## config.mk

```make
export PLATFORM = sky130hd
export DESIGN_NAME = lsl8_seq_ctrl_flat
export DESIGN_NICKNAME = d
export VERILOG_FILES = /design/src/rtl/lsl8_seq_ctrl_if.sv /design/src/rtl/lsl8_seq_ctrl.sv /design/src/flat_wrapper.sv
export SDC_FILE = /design/constraint.sdc
export NUM_CORES = 1
export LEC_CHECK = 0
export ABC_AREA = 0
export CORE_MARGIN = 2
export CORE_UTILIZATION = 46
export CTS_CLUSTER_SIZE = 14
export DETAILED_ROUTE_END_ITERATION = 10
export PLACE_DENSITY = 0.82
export SETUP_SLACK_MARGIN = 0.2
export SLEW_MARGIN = 20
export SYNTH_ARGS = -nofsm -noshare
export SYNTH_HDL_FRONTEND = slang
export SYNTH_SLANG_ARGS = --single-unit
```

## constraint.sdc

```tcl
create_clock -name clk -period 2.52 [get_ports clk]
set_input_delay 0.504 -clock clk [delete_from_list [all_inputs] [get_ports clk]]
set_output_delay 0.504 -clock clk [all_outputs]
set_load 0.05 [all_outputs]
```

## src/rtl/lsl8_seq_ctrl_if.sv

```systemverilog
// Request/response bundle between a requester and the LSL8 shift sequencer.
// The requester drives the command fields and the sequencer returns status and result.
interface lsl8_seq_ctrl_if;
    logic       start;
    logic [7:0] d_in;
    logic [3:0] amt;
    logic       ready;
    logic       busy;
    logic       done;
    logic [7:0] d_out;
    logic [2:0] step_cnt;

    modport master (
        output start, d_in, amt,
        input  ready, busy, done, d_out, step_cnt
    );

    modport slave (
        input  start, d_in, amt,
        output ready, busy, done, d_out, step_cnt
    );
endinterface

```

## src/rtl/lsl8_seq_ctrl.sv

```systemverilog
// Sequencer that realises an 8-bit logical left shift of 0..15 by applying a
// 2-bit-shamt LSL8 stage repeatedly, at most 3 positions per clock.
module lsl8_seq_ctrl (
    input  logic           clk,
    input  logic           reset,
    lsl8_seq_ctrl_if.slave bus
);

    typedef enum logic [1:0] {
        IDLE  = 2'b00,
        SHIFT = 2'b01,
        DONE  = 2'b10
    } state_t;

    state_t     state_q, state_d;
    logic [7:0] acc_q, acc_d;
    logic [3:0] rem_q, rem_d;
    logic [2:0] cnt_q, cnt_d;
    logic [7:0] d_out_q, d_out_d;
    logic [2:0] step_cnt_q, step_cnt_d;

    logic [1:0] shamt;
    logic [7:0] shifted;
    logic [3:0] rem_next;

    // The combinational LSL8 datapath: bits past bit 7 drop, zeros enter at bit 0.
    function automatic logic [7:0] lsl8(input logic [7:0] a, input logic [1:0] s);
        logic [7:0] r;
        r = a << s;
        return r;
    endfunction

    always_comb begin
        shamt    = (rem_q > 4'd3) ? 2'd3 : rem_q[1:0];
        shifted  = lsl8(acc_q, shamt);
        rem_next = rem_q - {2'b00, shamt};
    end

    always_comb begin
        state_d    = state_q;
        acc_d      = acc_q;
        rem_d      = rem_q;
        cnt_d      = cnt_q;
        d_out_d    = d_out_q;
        step_cnt_d = step_cnt_q;

        case (state_q)
            IDLE: begin
                if (bus.start) begin
                    state_d = SHIFT;
                    cnt_d   = 3'd0;
                    // Shifts of 8 or more clear everything, so a single zero pass suffices.
                    if (bus.amt < 4'd8) begin
                        acc_d = bus.d_in;
                        rem_d = bus.amt;
                    end else begin
                        acc_d = 8'h00;
                        rem_d = 4'd0;
                    end
                end
            end
            SHIFT: begin
                acc_d = shifted;
                rem_d = rem_next;
                cnt_d = cnt_q + 3'd1;
                if (rem_next == 4'd0) begin
                    state_d    = DONE;
                    d_out_d    = shifted;
                    step_cnt_d = cnt_q + 3'd1;
                end
            end
            DONE: begin
                state_d = IDLE;
            end
            default: begin
                state_d = IDLE;
            end
        endcase
    end

    always_ff @(posedge clk or posedge reset) begin
        if (reset) begin
            state_q    <= IDLE;
            acc_q      <= 8'h00;
            rem_q      <= 4'd0;
            cnt_q      <= 3'd0;
            d_out_q    <= 8'h00;
            step_cnt_q <= 3'd0;
        end else begin
            state_q    <= state_d;
            acc_q      <= acc_d;
            rem_q      <= rem_d;
            cnt_q      <= cnt_d;
            d_out_q    <= d_out_d;
            step_cnt_q <= step_cnt_d;
        end
    end

    assign bus.ready    = (state_q == IDLE);
    assign bus.busy     = (state_q == SHIFT) || (state_q == DONE);
    assign bus.done     = (state_q == DONE);
    assign bus.d_out    = d_out_q;
    assign bus.step_cnt = step_cnt_q;

    // DONE always falls straight back to IDLE, so the pulse can never stretch.
    a_done_single: assert property (@(posedge clk) disable iff (reset) bus.done |=> !bus.done);

endmodule

```

## src/flat_wrapper.sv

```systemverilog
// flat-port wrapper written by rule: the top's interface ports become plain ports
module lsl8_seq_ctrl_flat 
  (clk, reset, bus_start, bus_d_in, bus_amt, bus_ready, bus_busy, bus_done, bus_d_out, bus_step_cnt);
  lsl8_seq_ctrl_if bus_i ();
  input  logic clk;
  input  logic reset;
  input wire logic [$bits(bus_i.start)-1:0] bus_start;
  input wire logic [$bits(bus_i.d_in)-1:0] bus_d_in;
  input wire logic [$bits(bus_i.amt)-1:0] bus_amt;
  output wire logic [$bits(bus_i.ready)-1:0] bus_ready;
  output wire logic [$bits(bus_i.busy)-1:0] bus_busy;
  output wire logic [$bits(bus_i.done)-1:0] bus_done;
  output wire logic [$bits(bus_i.d_out)-1:0] bus_d_out;
  output wire logic [$bits(bus_i.step_cnt)-1:0] bus_step_cnt;
  assign bus_i.start = bus_start;
  assign bus_i.d_in = bus_d_in;
  assign bus_i.amt = bus_amt;
  assign bus_ready = bus_i.ready;
  assign bus_busy = bus_i.busy;
  assign bus_done = bus_i.done;
  assign bus_d_out = bus_i.d_out;
  assign bus_step_cnt = bus_i.step_cnt;
  lsl8_seq_ctrl u_core (.clk(clk), .reset(reset), .bus(bus_i));
endmodule
```

==> results of run 1 <==
## layout by cell type (no fill, tap or decap), types with 2 or more instances in the layout
master and count:
o221ai_1 6, dlygate4sd2_1 2, nor4b_1 3, mux2i_1 15
a22oi_1 5, nand2b_1 4, inv_1 12, o21ai_0 10
nor2_1 3, buf_4 7, a21o_1 2, mux2_4 3
a22o_1 2, o22ai_1 2, a21oi_1 5, nor3_1 3
clkbuf_4 3, a221o_1 2, ha_1 6, nand2_1 13
dfrtp_1 28, clkdlybuf4s50_1 25
## power by group
| part | switching (uW) | total, uW | internal (uW) |
|---|---|---|---|
| Combinational | 964 | 1610 | 648 |
| Sequential | 135 | 756 | 620 |
| Clock | 133 | 221 | 88.4 |
| Total | 1230 | 2590 | 1360 |
## state kept, by name, summed over array words and instances, names as in the netlist
register / flops
u_core.acc_q: 8
u_core.bus.d_out: 8
u_core.rem_q: 4
u_core.bus.step_cnt: 3
u_core.cnt_q: 3
u_core.state_q: 2
## per-stage QoR
step / power [uW] / cell area, um2 / hold WS (ns) / setup slack, ns
final: 2590 / 1960 / 0.518 / 0.332
after global placement: 2290 / 1890 / 0.500 / 0.414
after CTS: 2540 / 1930 / 0.528 / 0.224
after floorplan: 1940 / 1570 / 0.472 / 0.504
after detailed placement: 2340 / 1890 / 0.495 / 0.337
after global routing: 2770 / 1960 / 0.549 / 0.237
## what timing repair did
item                       in CTS  in global routing
setup endpoints to repair       2                  2
resized for setup               2                  1
setup buffers                   0                  2
pin swaps                       0                  1
## path summary, 6_finish.rpt
path	endpoint	depth (start not counted)
min	u_core.rem_q[3]$_DFFE_PP0P_	3
max in group asynchronous	u_core.bus.d_out[2]$_DFFE_PP0P_	3
max reg2reg	u_core.bus.step_cnt[1]$_DFFE_PP0P_	6
min reg2reg	u_core.bus.step_cnt[0]$_DFFE_PP0P_	1
max	bus_ready	3
min in group clk	u_core.bus.step_cnt[0]$_DFFE_PP0P_	1
## final cells by class
class / count / area share
tap: 46 / 0.0294
clock buffer: 4 / 0.0186
timing repair buffer: 36 / 0.180
multi-input combinational: 101 / 0.390
sequential: 28 / 0.358
inverter: 12 / 0.0230
## critical path, cell delays in order (launching register included)
cell	delay, ns
dfrtp_1	0.43
inv_1	0.09
ha_1	0.27
dlygate4sd2_1	0.56
## routing by layer
metal / global-route usage / vias up / part of all wire
met5: 0 / - / 0
met4: 0.0778 / 0 / 0.017
met3: 0.0217 / 6 / 0.030
met2: 0.310 / 29 / 0.50
met1: 0.240 / 611 / 0.46
li1: - / 606 / -
## kinds of logic after synthesis
logic type,Yosys count,synth area share
AOI/OAI and AO/OA,41,0.183
and+or+nand+nor,34,0.119
DFF,28,0.448
buffers and inverters,20,0.0647
muxes,19,0.132
adders and majority gates,6,0.0480
xor gates and xnor gates,1,0.00560
==> flow_metrics.tcl, run 1 <==
set metrics [dict create \
    status "finished, final reports clean" \
    setup_viol 0 \
    yosys_register_bits 28 \
    worst_ep_required_time_ns 2.02 \
    synth_common_cells "dfrtp_1 (28), mux2i_1 (15), nand2_1 (13)" \
    drt_iter0_drc 35 \
    dp.cells 221 \
    ant_nets 0 \
    yosysTopAreaCellShare 0.448 \
    ios 29 \
    cap_violations 0 \
    hold_path_class "primary input to asynchronous set/reset pin" \
    final_cells 227 \
    powerDensity_nw_per_um2 1320 \
    core_um2 3310 \
    antenna_cells 0 \
    initial_core_util 0.473 \
    vias 1252 \
    routedWlPerCell_um 14.7 \
    critPathLaunch "u_core.state_q[1]$_DFFE_PP0P_" \
    rsz0062_at_grt "no" \
    postCtsHoldBufs 0 \
    period_share 0.868 \
    place_congestion 0.876 \
    netlist_instances 149 \
    grt_overflow_total 0 \
    nFillCells 290 \
    ys.flop_type "dfrtp_1" \
    utilization 0.591 \
    leakage_uw 0.000894 \
    start_kind "flop" \
    clkLatencyLatePin_ns 0.33 \
    port_buffers 28 \
    syn_area_per_cell_um2 10.5 \
    ir_drop_mv 0.541 \
    drive_above_1_share 0.0939 \
    first_global_vias 1279 \
    nets 203 \
    finClkSkew_ns 0.00891 \
    crit_type "flop to primary output" \
    reg2reg_from "u_core.rem_q[2]$_DFFE_PP0P_" \
    die_height_um 62.3 \
    seq_area_um2 701 \
    htreeDepth 1 \
    maxSlewHeadroom 0.665 \
    cts_root_buffer "clkbuf_4" \
    dieArea_um2 3890 \
    finalHoldViolations 0 \
    clkSlewWorstSetupHoldPaths_ns 0.16 \
    crit_arrival_ns 1.68 \
    cts.sinks 28 \
    fin_crit_ns 2.19 \
    cts_buffers 3 \
    yosysMostFrequentCell "dfrtp_1" \
    grt.total_usage 0.184 \
    slew_viol_final 0 \
    fmax_ghz 0.457 \
    ys_types 39 \
    worstSetupEndpointType "primary output" \
    dp.final_hpwl_mm 2.47 \
    antenna_found_initial 0 \
    synthArstFlopShare 1.00 \
    cts_max_path_buffers 2 \
    synth_top_cells_by_area "dfrtp_1 (45%), mux2i_1 (9.6%), ha_1 (4.8%), o221ai_1 (3.4%), o21ai_0 (3.2%)" \
    via_per_inst 5.52 \
    grt_pass1_wl_mm 5.84 \
    row_count 21 \
    yosysTopAreaCell "dfrtp_1" \
    grt_max_degree 29 \
    fin_setup_tns_ns 0 \
    synth_nets 170 \
    rrSetupSlack_ns 0.38 \
    dr.pass1.iters 4 \
    drc 0 \
    synth-warning-count 0 \
    worstMarginPinSlew_ns 0.502 \
    crit_path_max_fanout 7 \
    cts_tree "yes" \
    die_x_um 62.3 \
    multi_input_area_um2 763 \
    syn2layout_area_growth_pct 24.9 \
    routed_wl_mm 3.34 \
    ys_seq_area_frac 0.448 \
    syn_area_um2 1570 \
    synth-edff-count 0 \
]
Note: power is estimated with default switching activity, not from simulation.
==> run 2: changes to the inputs <==
--- a/config.mk
+++ b/config.mk
@@ -10,7 +10,7 @@
 export CORE_UTILIZATION = 46
 export CTS_CLUSTER_SIZE = 14
 export DETAILED_ROUTE_END_ITERATION = 10
-export PLACE_DENSITY = 0.82
+export PLACE_DENSITY = 0.72
 export SETUP_SLACK_MARGIN = 0.2
 export SLEW_MARGIN = 20
 export SYNTH_ARGS = -nofsm -noshare
==> run 2 against run 1 <==
Against the previous run:
- utilization down 0.15 points
- power down 1.1%
- maximum frequency down 0.59%
- sequential power up 2%
- critical path type is now flop to flop
- critical endpoint is now u_core.bus.step_cnt[1]$_DFFE_PP0P_
- largest power group unchanged
- highest routed layer unchanged
==> flow_metrics.tcl, run 2 (synthesized netlist as in run 1, its figures left out) <==
set metrics [dict create \
    fin_crit_ns 2.20 \
    ant_nets 0 \
    cts_tree "yes" \
    period_share 0.874 \
    rsz0062_at_grt "no" \
    cts_max_path_buffers 2 \
    place_congestion 0.762 \
    clkSlewWorstSetupHoldPaths_ns 0.16 \
    cts.sinks 28 \
    layout_common_cells "dfrtp_1 (28), clkdlybuf4s50_1 (25), mux2i_1 (15)" \
    dr.pass1.iters 4 \
    crit_path_max_fanout 10 \
    routed_wl_mm 3.26 \
    grt_max_degree 29 \
    first_global_vias 1199 \
    final_cells 228 \
    status "finished, final reports clean" \
    antenna_found_initial 0 \
    r2r_cells 6 \
    start_kind "flop" \
    crit_path_end "u_core.bus.step_cnt[1]$_DFFE_PP0P_" \
    nFillCells 308 \
    finalHoldViolations 0 \
    die_height_um 62.3 \
    fin_setup_tns_ns 0 \
    port_buffers 28 \
    leakage_uw 0.000896 \
    final_common_cell "dfrtp_1" \
    crit_arrival_ns 2.43 \
    cts_buffers 3 \
    hold_path_class "primary input to asynchronous set/reset pin" \
    powerDensity_nw_per_um2 1310 \
    clkLatencyLatePin_ns 0.33 \
    cap_violations 0 \
    initial_core_util 0.473 \
    dieArea_um2 3890 \
    antenna_cells 0 \
    rrSetupSlack_ns 0.32 \
    fmax_ghz 0.454 \
    dp.cells 220 \
    worstMarginPinSlew_ns 0.526 \
    syn2layout_area_growth_pct 24.6 \
    ir_drop_mv 0.659 \
    vias 1234 \
    grt_overflow_total 0 \
    nets 204 \
    drt_iter0_drc 57 \
    core_um2 3310 \
    via_per_inst 5.41 \
    dp.final_hpwl_mm 2.36 \
    worstSetupEndpointType "flop" \
    htreeDepth 1 \
    crit_type "flop to flop" \
    grt.total_usage 0.177 \
    grt_pass1_wl_mm 5.52 \
    worst_ep_required_time_ns 2.75 \
    die_x_um 62.3 \
    drc 0 \
    r2r_end "u_core.bus.step_cnt[1]$_DFFE_PP0P_" \
    ios 29 \
    drive_above_1_share 0.0989 \
    cts_root_buffer "clkbuf_4" \
    reg2reg_from "u_core.rem_q[2]$_DFFE_PP0P_" \
    setup_viol 0 \
    row_count 21 \
    maxSlewHeadroom 0.647 \
    finClkSkew_ns 0.0141 \
    routedWlPerCell_um 14.3 \
    critPathLaunch "u_core.rem_q[2]$_DFFE_PP0P_" \
    slew_viol_final 0 \
]
==> run 2: cell count changes in the layout (fill, tap and decap cells not counted), sizes merged <==
cell,before,now
buf,8,9
==> run 2: worst min path at each step <==
stage                                                  start                                 end  slack (ns)  cells past startpoint
after CTS                                              reset         u_core.acc_q[4]$_DFFE_PP0P_        0.52                      3
after floorplan                  u_core.cnt_q[0]$_DFFE_PP0P_  u_core.bus.step_cnt[0]$_DFFE_PP0P_        0.47                      1
after global routing                                   reset         u_core.acc_q[4]$_DFFE_PP0P_        0.54                      3
after global placement    u_core.bus.step_cnt[1]$_DFFE_PP0P_  u_core.bus.step_cnt[1]$_DFFE_PP0P_        0.50                      1
final                                                  reset     u_core.bus.d_out[4]$_DFFE_PP0P_        0.51                      3
after detailed placement     u_core.bus.d_out[0]$_DFFE_PP0P_     u_core.bus.d_out[0]$_DFFE_PP0P_        0.51                      1
==> run 2: routing by layer <==
layer	track usage	routed length [um]	vias up
li1	-	-	608
met5	0	0	-
met3	0.0525	114	2
met1	0.224	1500	600
met2	0.298	1640	24
met4	0.0500	13	0
==> run 2: what timing repair did <==
| action | in CTS | in global routing |
|---|---|---|
| pin swaps | 0 | 1 |
| buffers inserted | 0 | 4 |
| resized for setup | 2 | 1 |
| hold buffers | 0 | 0 |
| endpoints found under the setup margin | 2 | 2 |
| cloned | 0 | 0 |
==> run 2: worst max-delay path, stage by stage, from the launching register on <==
cell,delay [ns]
dfrtp_1,0.48
or2_1,0.31
nand2b_1,0.12
ha_1,0.25
mux2i_1,0.25
and3_4,0.33
mux2_2,0.35
==> run 2: cell type report <==
class / count / area [um2] / area share
flip-flops and latches: 28 / 701 / 0.359
clock buffers: 4 / 36.3 / 0.0186
inverters: 12 / 45.0 / 0.0231
repair buffers: 37 / 348 / 0.178
multi-input cells: 101 / 763 / 0.391
well taps: 46 / 57.6 / 0.0295
==> run 2: through the flow <==
| stage | hold WS (ns) | area [um2] | setup WS, ns | power (uW) | util |
|---|---|---|---|---|---|
| 6_report | 0.511 | 1950 | 0.319 | 2560 | 0.589 |
| 5_1_grt | 0.543 | 1950 | 0.222 | 2750 | 0.589 |
| 4_1_cts | 0.525 | 1920 | 0.235 | 2530 | 0.579 |
| 3_5_place_dp | 0.508 | 1880 | 0.328 | 2310 | 0.569 |
| 3_3_place_gp | 0.497 | 1880 | 0.396 | 2290 | 0.569 |
| 2_1_floorplan | 0.472 | 1570 | 0.504 | 1940 | - |
==> run 2: power breakdown <==
| part | internal [uW] | switching [uW] |
|---|---|---|
| clock | 88.5 | 133 |
| combinational | 638 | 931 |
| sequential | 620 | 150 |
| total | 1350 | 1210 |
